===== config.mk =====
export PLATFORM = sky130hd
export DESIGN_NAME = unidade_ou_pipeline
export DESIGN_NICKNAME = d
export VERILOG_FILES = /design/src/rtl/unidade_ou_pipeline.sv
export SDC_FILE = /design/constraint.sdc
export NUM_CORES = 1
export LEC_CHECK = 0
export BUFFER_PORTS_ARGS = -buffer_cell sky130_fd_sc_hd__buf_2
export CAP_MARGIN = 5
export CORE_UTILIZATION = 45
export CTS_BUF_LIST = sky130_fd_sc_hd__clkbuf_4 sky130_fd_sc_hd__clkbuf_8
export CTS_CLUSTER_DIAMETER = 50
export DETAILED_ROUTE_END_ITERATION = 7
export MAX_ROUTING_LAYER = met4
export PLACE_DENSITY_LB_ADDON = 0.2
export SYNTH_ARGS = -nofsm -noshare
export SYNTH_HDL_FRONTEND = slang
export SYNTH_SLANG_ARGS = --single-unit

===== constraint.sdc =====
create_clock -name clk -period 3.85 [get_ports clk]
set_clock_uncertainty 0.05 [all_clocks]
set_input_delay 0.1925 -clock clk [delete_from_list [all_inputs] [get_ports clk]]
set_output_delay 0.1925 -clock clk [all_outputs]
set_load 0.005 [all_outputs]

===== src/rtl/unidade_ou_pipeline.sv =====
// Two-stage pipelined logic unit (OR/AND/XOR/NOR/OR-reduce/pass) with a sticky OR accumulator.
// Optional macro OU_FLAGS_EN adds registered saida_zero / saida_uns flags.
module unidade_ou_pipeline #(
    parameter int unsigned          LARGURA   = 32,
    parameter logic [LARGURA-1:0]   ACC_RESET = '0
) (
    input  logic               clk,
    input  logic               reset,
    input  logic               entrada_valida,
    output logic               entrada_pronta,
    input  logic [LARGURA-1:0] entrada_a,
    input  logic [LARGURA-1:0] entrada_b,
    input  logic [2:0]         operacao,
    output logic [LARGURA-1:0] saida,
    output logic               saida_valida,
`ifdef OU_FLAGS_EN
    output logic               saida_zero,
    output logic               saida_uns,
`endif
    input  logic               saida_pronta,
    output logic [LARGURA-1:0] acumulador
);

    typedef enum logic [2:0] {
        OP_OU     = 3'b000,
        OP_E      = 3'b001,
        OP_XOU    = 3'b010,
        OP_NOU    = 3'b011,
        OP_OU_ACC = 3'b100,
        OP_LIMPA  = 3'b101,
        OP_RED_OU = 3'b110,
        OP_PASSA  = 3'b111
    } op_t;

    logic               s1_v;
    logic [LARGURA-1:0] s1_a;
    logic [LARGURA-1:0] s1_b;
    op_t                s1_op;

    logic               avanca1;
    logic               avanca2;
    logic [LARGURA-1:0] resultado;
    logic [LARGURA-1:0] acc_prox;

    // saida_valida is the stage-2 valid bit itself
    assign avanca2        = !saida_valida || saida_pronta;
    assign avanca1        = !s1_v || avanca2;
    assign entrada_pronta = avanca1;

    always_comb begin
        resultado = '0;
        acc_prox  = acumulador;
        case (s1_op)
            OP_OU:     resultado = s1_a | s1_b;
            OP_E:      resultado = s1_a & s1_b;
            OP_XOU:    resultado = s1_a ^ s1_b;
            OP_NOU:    resultado = ~(s1_a | s1_b);
            OP_OU_ACC: begin
                acc_prox  = acumulador | s1_a;
                resultado = acc_prox;
            end
            OP_LIMPA:  begin
                acc_prox  = ACC_RESET;
                resultado = ACC_RESET;
            end
            OP_RED_OU: resultado[0] = |s1_a;
            OP_PASSA:  resultado = s1_a;
        endcase
    end

    always_ff @(posedge clk or posedge reset) begin
        if (reset) begin
            s1_v  <= 1'b0;
            s1_a  <= '0;
            s1_b  <= '0;
            s1_op <= OP_OU;
        end else if (avanca1) begin
            s1_v <= entrada_valida;
            if (entrada_valida) begin
                s1_a  <= entrada_a;
                s1_b  <= entrada_b;
                s1_op <= op_t'(operacao);
            end
        end
    end

    // Accumulator commits only when its op moves into stage 2, so stalls never repeat an update
    always_ff @(posedge clk or posedge reset) begin
        if (reset) begin
            saida_valida <= 1'b0;
            saida        <= '0;
            acumulador   <= ACC_RESET;
`ifdef OU_FLAGS_EN
            saida_zero   <= 1'b1;
            saida_uns    <= 1'b0;
`endif
        end else if (avanca2) begin
            saida_valida <= s1_v;
            if (s1_v) begin
                saida      <= resultado;
                acumulador <= acc_prox;
`ifdef OU_FLAGS_EN
                saida_zero <= (resultado == '0);
                saida_uns  <= (resultado == '1);
`endif
            end
        end
    end

endmodule

Word level (Yosys, flattened, before mapping)
Cells that the tools add are included.

storage, ports and cells
  bits in registers = 133
  input bits = 71
  word-level logic and storage cells = 32

cells by class
  eq/ne operators = 7
  muxes and demuxes = 3
  bitwise gates (word level) = 5
  reductions and logical operators = 10

operator list
  cell                                                                    count
  31-bit one-hot mux with 6 select lines                                  1
  32-bit OR                                                               2
  32-bit one-hot mux with 2 select lines                                  1
  32-bit bitwise AND                                                      1
  32-bit inverter                                                         1
  32-bit OR reduction                                                     1
  32-bit bitwise XOR                                                      1
  3-bit equality test (second input constant)                             4
  1-bit one-hot mux with 8 select lines                                   1
  3-bit by 2-bit equality test with 1-bit output (second input constant)  2
  2-bit AND reduction                                                     2
  3-bit by 1-bit equality test with 1-bit output (second input constant)  1
  3-bit logical NOT                                                       1
  3-bit AND reduction                                                     1
  1-bit logical NOT                                                       2
  1-bit logical OR                                                        2
  2-bit nonzero test                                                      1

Logic depth before layout (Yosys ltp)
Gate-level depths: netlist of run 1.

  depth after elaboration = 4
  mapped depth = 7

Worst setup path before layout of run 1
Ideal clock, no wire load.

  kind = register to register
  start point = register s1_a[18]
  end point = register saida[18]
  library setup time = 0.121 ns
  arrival time = 1.361 ns
  required time = 3.679 ns
  setup slack = 2.318 ns
  stages on the path, launching flop included = 7
  path buffers = 0
  period minus slack after synthesis = 1.532 ns
  path through = dfrtp_1 > inv_1 > ha_1 > mux2_2 > a221oi_1 > a21oi_1 > a22o_1

between the ends
  longest elaborated chain between the ends = 3
  elaborated cells between the ends (all ways) = 6

ends and longest elaborated chain
  what                                      line    RTL
  start, declared                           36      logic [LARGURA-1:0] s1_a;
  start signal, assigned                    80      s1_a <= entrada_a;
  32-bit OR                                 54, 57
  32-bit inverter                           57      OP_NOU: resultado = ~(s1_a | s1_b);
  31-bit one-hot mux with 6 select lines *  53      case (s1_op)
  end signal, assigned                      100     saida <= resultado;
  end, declared                             14      output logic [LARGURA-1:0] saida,

Every way passes the cells marked *; elsewhere a longest branch is shown, timed or not.
A chain may end at the register's enable or synchronous reset.

Worst setup path after layout of run 1
  start point = register s1_op[1]
  end point = register saida[22]

between the ends
  longest elaborated chain between the ends = 2
  elaborated cells between the ends (all ways) = 7

ends and longest elaborated chain
  what                                               line  RTL
  start, declared                                    38    op_t s1_op;
  start signal, assigned                             82    s1_op <= op_t'(operacao);
  3-bit equality test, or another cell as far along  53
  31-bit one-hot mux with 6 select lines *           53

Marked as above.

==> flow_metrics.py, run 1 <==
metrics = {
    "yosys": {
        "yosys.area_share.simple_pct": 10.3,
        "yosysTopAreaCell": "dfrtp_1",
        "yosys-top-cells-count": "133 x dfrtp_1, 72 x mux2_2, 68 x inv_1, 64 x ha_1, 56 x a21oi_1",
        "yosys.cell_types.count": 48,
        "synth.top_cells.by_area": "dfrtp_1 43%, mux2_2 10%, ha_1 10%",
        "syn_avg_cell_area_um2": 10.3,
        "yosysTopAreaCellShare_pct": 43.1,
        "synth_edf_count": 0,
        "synth_compound_area_share_pct": 15.6,
        "synth_warnings": 0,
        "postSynth.asyncResetShare_pct": 100,
        "synth_xor_area_share_pct": 0.113,
        "synth_top_family_by_area": "compound AO/OA/AOI/OAI gates",
        "yosysSeqAreaShare_pct": 43.1,
        "synth_mux_area_share_pct": 13.2,
        "synthesis.nets": 885,
        "mappedNetlistArea_mm2": 0.00773,
        "synthCells": 750,
        "synth_ff_type": "dfrtp_1",
        "synthMostInstantiatedCell": "dfrtp_1",
        "yosys.area_share.adder_pct": 10.4,
        "ys_ff_latch": 133,
    },
    "detailed_routing": {
        "wl_per_cell_um": 18.3,
        "drt-total-wl_mm": 21.4,
        "vias": 6504,
        "drt_iter0_markers": 414,
        "drc": 0,
        "first_pass_iters": 5,
        "route.antenna.remaining_nets": 0,
        "viasPerCell": 5.57,
    },
    "cts": {
        "htree_levels": 4,
        "cts_resized": 0,
        "clkSinkCount": 133,
        "cts.path.max_buffers": 2,
        "cts_buffers": 17,
        "clockRootBuffer": "clkbuf_8",
        "clk_pin_slew_ns": 0.09,
        "cts_tree": "yes",
        "clock_latency_ns": 0.46,
    },
    "sta": {
        "slew_violations": 0,
        "timing.hold.ws_ns": 0.338,
        "rsz0062_at_grt": "false",
        "hold_viol_final": 0,
        "worst_slack_ns": 1.19,
        "worstMarginPinSlew_ns": 1.15,
        "period_share_pct": 69.1,
        "fmax_ghz": 0.376,
        "maxSlewHeadroom_pct": 23.1,
        "period_minus_slack_ns": 2.66,
        "finalSetupViolCount": 0,
        "final.setup.tns_ns": 0,
    },
    "floorplanning": {
        "die_x_um": 133,
        "start_util_pct": 46.3,
        "die_y_um": 133,
        "die_area_mm2": 0.0177,
        "ios": 137,
        "core_mm2": 0.0167,
        "rows": 47,
    },
    "pwr": {
        "ir_worst_vdd_uv": 368,
        "leakage_nw": 4.60,
        "powerDensity_mw_per_mm2": 517,
        "p_total_mw": 4.95,
    },
    "worst_setup_path": {
        "reg2regPathDepth": 4,
        "cp_max_fo": 43,
        "start_kind": "flop",
        "reg2reg_to": "saida[22]",
        "worstPathArrival_ns": 2.94,
        "end_kind": "flop",
        "worstSetupPathType": "reg2reg",
        "worstPathRequired_ns": 4.14,
        "r2r_start": "s1_op[1]",
        "r2r_setup_slack_ns": 1.19,
    },
    "grt": {
        "grt_pass1_wl_mm": 34.9,
        "antenna_found_initial": 0,
        "track_usage_pct": 26.4,
        "grt_overflow": 0,
        "grt_max_degree": 71,
        "grt_pass1_vias": 6673,
    },
    "status": {
        "status": "complete, no violations",
    },
    "finish": {
        "nets": 1069,
        "diodes": 0,
        "layoutNonFillerInstCount": 1167,
        "drive_gt1_share_pct": 27.8,
        "areaGrowthSynthToFinish_pct": 23.9,
    },
    "hold_path": {
        "hold_path.class": "in2async",
    },
    "placement": {
        "place_inst": 1065,
        "dp_hpwl_mm": 14.5,
        "port_buffers": 136,
        "globalplace.congestion": 0.818,
        "dp_slack_ns": 1.22,
    },
    "flow_run": {
        "drv_cap": 0,
    },
}
[cell usage in the layout (no fill, tap or decap), types with 3 or more instances in the layout]
master	n
o21ai_0	41
o211ai_1	13
a311o_1	3
nor3b_1	11
a31oi_1	4
nand3_1	5
a32o_1	10
clkbuf_8	17
mux2_2	72
o311ai_1	4
inv_6	7
nor3_1	9
o311ai_0	5
nand3b_1	4
dlygate4sd3_1	70
clkinv_4	3
nor2_1	39
dfrtp_1	131
a311oi_1	3
a22o_1	11
mux2i_1	21
o31ai_1	14
buf_2	136
a21oi_1	55
nand2b_1	15
nand2_1	35
a221oi_1	9
a21boi_0	3
ha_1	64
nor4_1	8
and3_1	14
inv_1	67
buf_4	12
[power by group]
group          internal (mW)  switching (mW)
Clock                  0.526           0.614
Sequential              1.78           0.473
Combinational          0.781           0.772
[critical path: stages (launching register included)]
cell	delay, ns
dfrtp_2	0.71
nor2_1	1.00
o21ai_0	0.24
and3_1	0.25
o31ai_1	0.26
[how the worst max path moves through the flow]
| stage | startpoint | end | slack, ns | cells past startpoint |
|---|---|---|---|---|
| after floorplan | reset | acumulador[0] | 0.05 | 1 |
| after CTS | s1_op[1] | saida[31] | 1.21 | 4 |
| final | s1_op[1] | saida[22] | 1.19 | 4 |
| after global routing | s1_op[1] | saida[22] | 0.91 | 4 |
| after global placement | s1_op[1] | saida[22] | 1.35 | 4 |
| after detailed placement | s1_op[1] | saida[31] | 1.22 | 4 |
[cells by family (layout without fill, tap and decap cells)]
group                    count (synthesis)  count (layout)
AO/OA/AOI/OAI                          184             184
AND/OR/NAND/NOR                        153             153
multiplexers                            93              93
adder cells (fa/ha/maj)                 64              64
XOR/XNOR                                 1               1
flip-flops                             133             133
buffers and inverters                  122             319
[sequential cells by signal, summed over array words and instances (netlist names)]
signal / count
s1_b: 32
saida: 32
s1_op: 3
saida_valida: 1
s1_v: 1
s1_a: 32
acumulador: 32
[through the flow]
step                instance area, um^2  utilization [%]
floorplan                          7730                -
finish                             9580             57.3
global route                       9580             57.3
detailed placement                 8500             50.9
CTS                                9580             57.3
global placement                   8500             50.9
[what timing repair did]
action,CTS,global route
hold buffers,70,0
buffers inserted,0,0
hold endpoints to repair,137,0
[per-layer routing]
metal / share of wire (%) / GRT usage [%] / vias up / wire length [um]
li1: - / - / 3041 / -
met5: 0 / - / - / 0
met1: 42 / 31.5 / 3193 / 9050
met2: 50 / 43.5 / 232 / 10700
met4: 2.5 / 10.2 / 0 / 526
met3: 5.3 / 5.59 / 38 / 1150
[cell type report]
cell class	instances	area (um^2)
Tap cell	220	275
Sequential cell	133	3330
Timing Repair Buffer	218	1470
Clock inverter	15	145
Fill cell	1487	7130
Inverter	69	264
Multi-Input combinational cell	495	3850
Clock buffer	17	234
Note: power is estimated with default switching activity, not from simulation.
==> run 2, diff against run 1 <==
==> constraint.sdc (replaced) <==
create_clock -name clk -period 2.25 [get_ports clk]
set_clock_uncertainty 0.05 [all_clocks]
set_input_delay 0.1125 -clock clk [delete_from_list [all_inputs] [get_ports clk]]
set_output_delay 0.1125 -clock clk [all_outputs]
set_load 0.005 [all_outputs]
==> run 2 against run 1 <==
  * Maximum frequency is 42% higher
  * Highest routed layer unchanged
  * Global-route usage is 0.85 points lower
  * Sequential share of layout area decreased by 0.78 points
==> flow_metrics.py, run 2 (synthesized netlist as in run 1, its figures left out) <==
metrics = {
    "detailed_routing": {
        "vias": 6334,
        "first_pass_iters": 5,
        "viasPerCell": 5.38,
        "drt-total-wl_mm": 20.6,
        "wl_per_cell_um": 17.5,
        "route.antenna.remaining_nets": 0,
        "drc": 0,
        "drt_iter0_markers": 448,
    },
    "cts": {
        "clock_latency_ns": 0.46,
        "cts.path.max_buffers": 2,
        "cts_tree": "yes",
        "post_cts_buffers": 0,
        "clk_pin_slew_ns": 0.08,
        "clkSinkCount": 133,
        "cts_resized": 0,
        "clockRootBuffer": "clkbuf_8",
        "cts_hold_buffers": 71,
        "htree_levels": 4,
        "cts_buffers": 17,
    },
    "sta": {
        "fmax_ghz": 0.534,
        "hold_viol_final": 0,
        "final.setup.tns_ns": 0,
        "rsz0062_at_grt": "false",
        "period_minus_slack_ns": 1.87,
        "maxSlewHeadroom_pct": 53.9,
        "finalSetupViolCount": 0,
        "timing.hold.ws_ns": 0.241,
        "slew_violations": 0,
        "period_share_pct": 83.2,
        "worstMarginPinSlew_ns": 0.692,
    },
    "grt": {
        "grt_overflow": 0,
        "grt.met3_usage_pct": 4.56,
        "busiest_layer": "met2",
        "use_met2_pct": 39.6,
        "antenna_found_initial": 0,
        "grt_pass1_wl_mm": 33.6,
        "grt_pass1_vias": 6242,
        "grt_max_degree": 78,
        "met1_usage_pct": 33.9,
        "track_usage_pct": 25.5,
    },
    "finish": {
        "nets": 1080,
        "fin_area_mm2": 0.00979,
        "final_common_cell": "buf_2",
        "diodes": 0,
        "mostFrequentLayoutCells": "136 x buf_2, 131 x dfrtp_1, 72 x mux2_2",
        "areaGrowthSynthToFinish_pct": 26.7,
        "drive_gt1_share_pct": 28.6,
    },
    "pwr": {
        "ir_worst_vdd_uv": 560,
        "powerDensity_mw_per_mm2": 875,
        "leakage_nw": 4.71,
    },
    "flow_run": {
        "drv_cap": 0,
    },
    "worst_setup_path": {
        "worst_path_largest_cell_delay_ns": 0.59,
        "worstPathArrival_ns": 2.22,
        "slowest_stage": "a21oi_2",
        "worstSetupPathType": "reg2reg",
        "start_kind": "flop",
        "worstPathRequired_ns": 2.59,
        "cp_max_fo": 55,
        "crit_chain": "buf_12, a21oi_2, buf_4, a32o_1",
        "end_kind": "flop",
    },
    "floorplanning": {
        "start_util_pct": 46.3,
        "ios": 137,
        "rows": 47,
        "die_y_um": 133,
        "die_x_um": 133,
        "die_area_mm2": 0.0177,
        "core_mm2": 0.0167,
    },
    "hold_path": {
        "hold_path.class": "in2async",
    },
    "placement": {
        "dp_hpwl_mm": 13.5,
        "port_buffers": 136,
        "place_area_mm2": 0.00868,
        "globalplace.congestion": 0.777,
    },
    "status": {
        "status": "complete, no violations",
    },
}
==> run 2: per-stage QoR <==
stage	utilization (%)	std cells	setup WS [ns]	total power [mW]
detailed placement	52.0	1075	0.417	6.48
finish	58.6	1178	0.377	8.57
global placement	52.0	1075	0.452	6.42
global route	58.6	1178	0.276	9.18
CTS	58.6	1178	0.395	8.64
floorplan	-	750	0.436	5.27
==> run 2: layout make-up <==
cell class | instances | area [um^2]
fillers | 1457 | 6910
clock buffers | 23 | 298
well taps | 220 | 275
repair buffers | 229 | 1670
clock inverters | 9 | 101
inverters | 69 | 263
flip-flops and latches | 133 | 3330
multi-input cells | 495 | 3860
==> run 2: power breakdown <==
group          switching (mW)  internal [mW]  total (mW)
clock network           0.946           1.10        2.05
registers               0.707           3.05        3.76
logic                    1.36           1.40        2.76
total                    3.01           5.56        8.57
==> run 2: critical path: cells and delay by family, from the launching register on <==
kind                   cells  cell delay, ns
AO/OA/AOI/OAI              2            0.78
buffers and inverters      2            0.51
flip-flops                 1            0.44
==> run 2: final timing paths <==
kind                          startpoint  slack (ns)  depth (start not counted)        end
min                                reset        0.24                          4   s1_a[27]
max in group asynchronous          reset        1.50                          4   s1_a[11]
min reg2reg                    saida[23]        0.46                          2  saida[23]
max                             s1_op[2]        0.38                          4  saida[30]
max reg2reg                     s1_op[2]        0.38                          4  saida[30]
min in group clk           entrada_b[26]        0.36                          3   s1_b[26]
==> run 2: per-layer routing <==
| metal | vias up | share of wire, % |
|---|---|---|
| met5 | - | 0 |
| met4 | 0 | 1.4 |
| met3 | 20 | 4.3 |
| met2 | 156 | 48 |
| met1 | 3099 | 47 |
| li1 | 3059 | - |
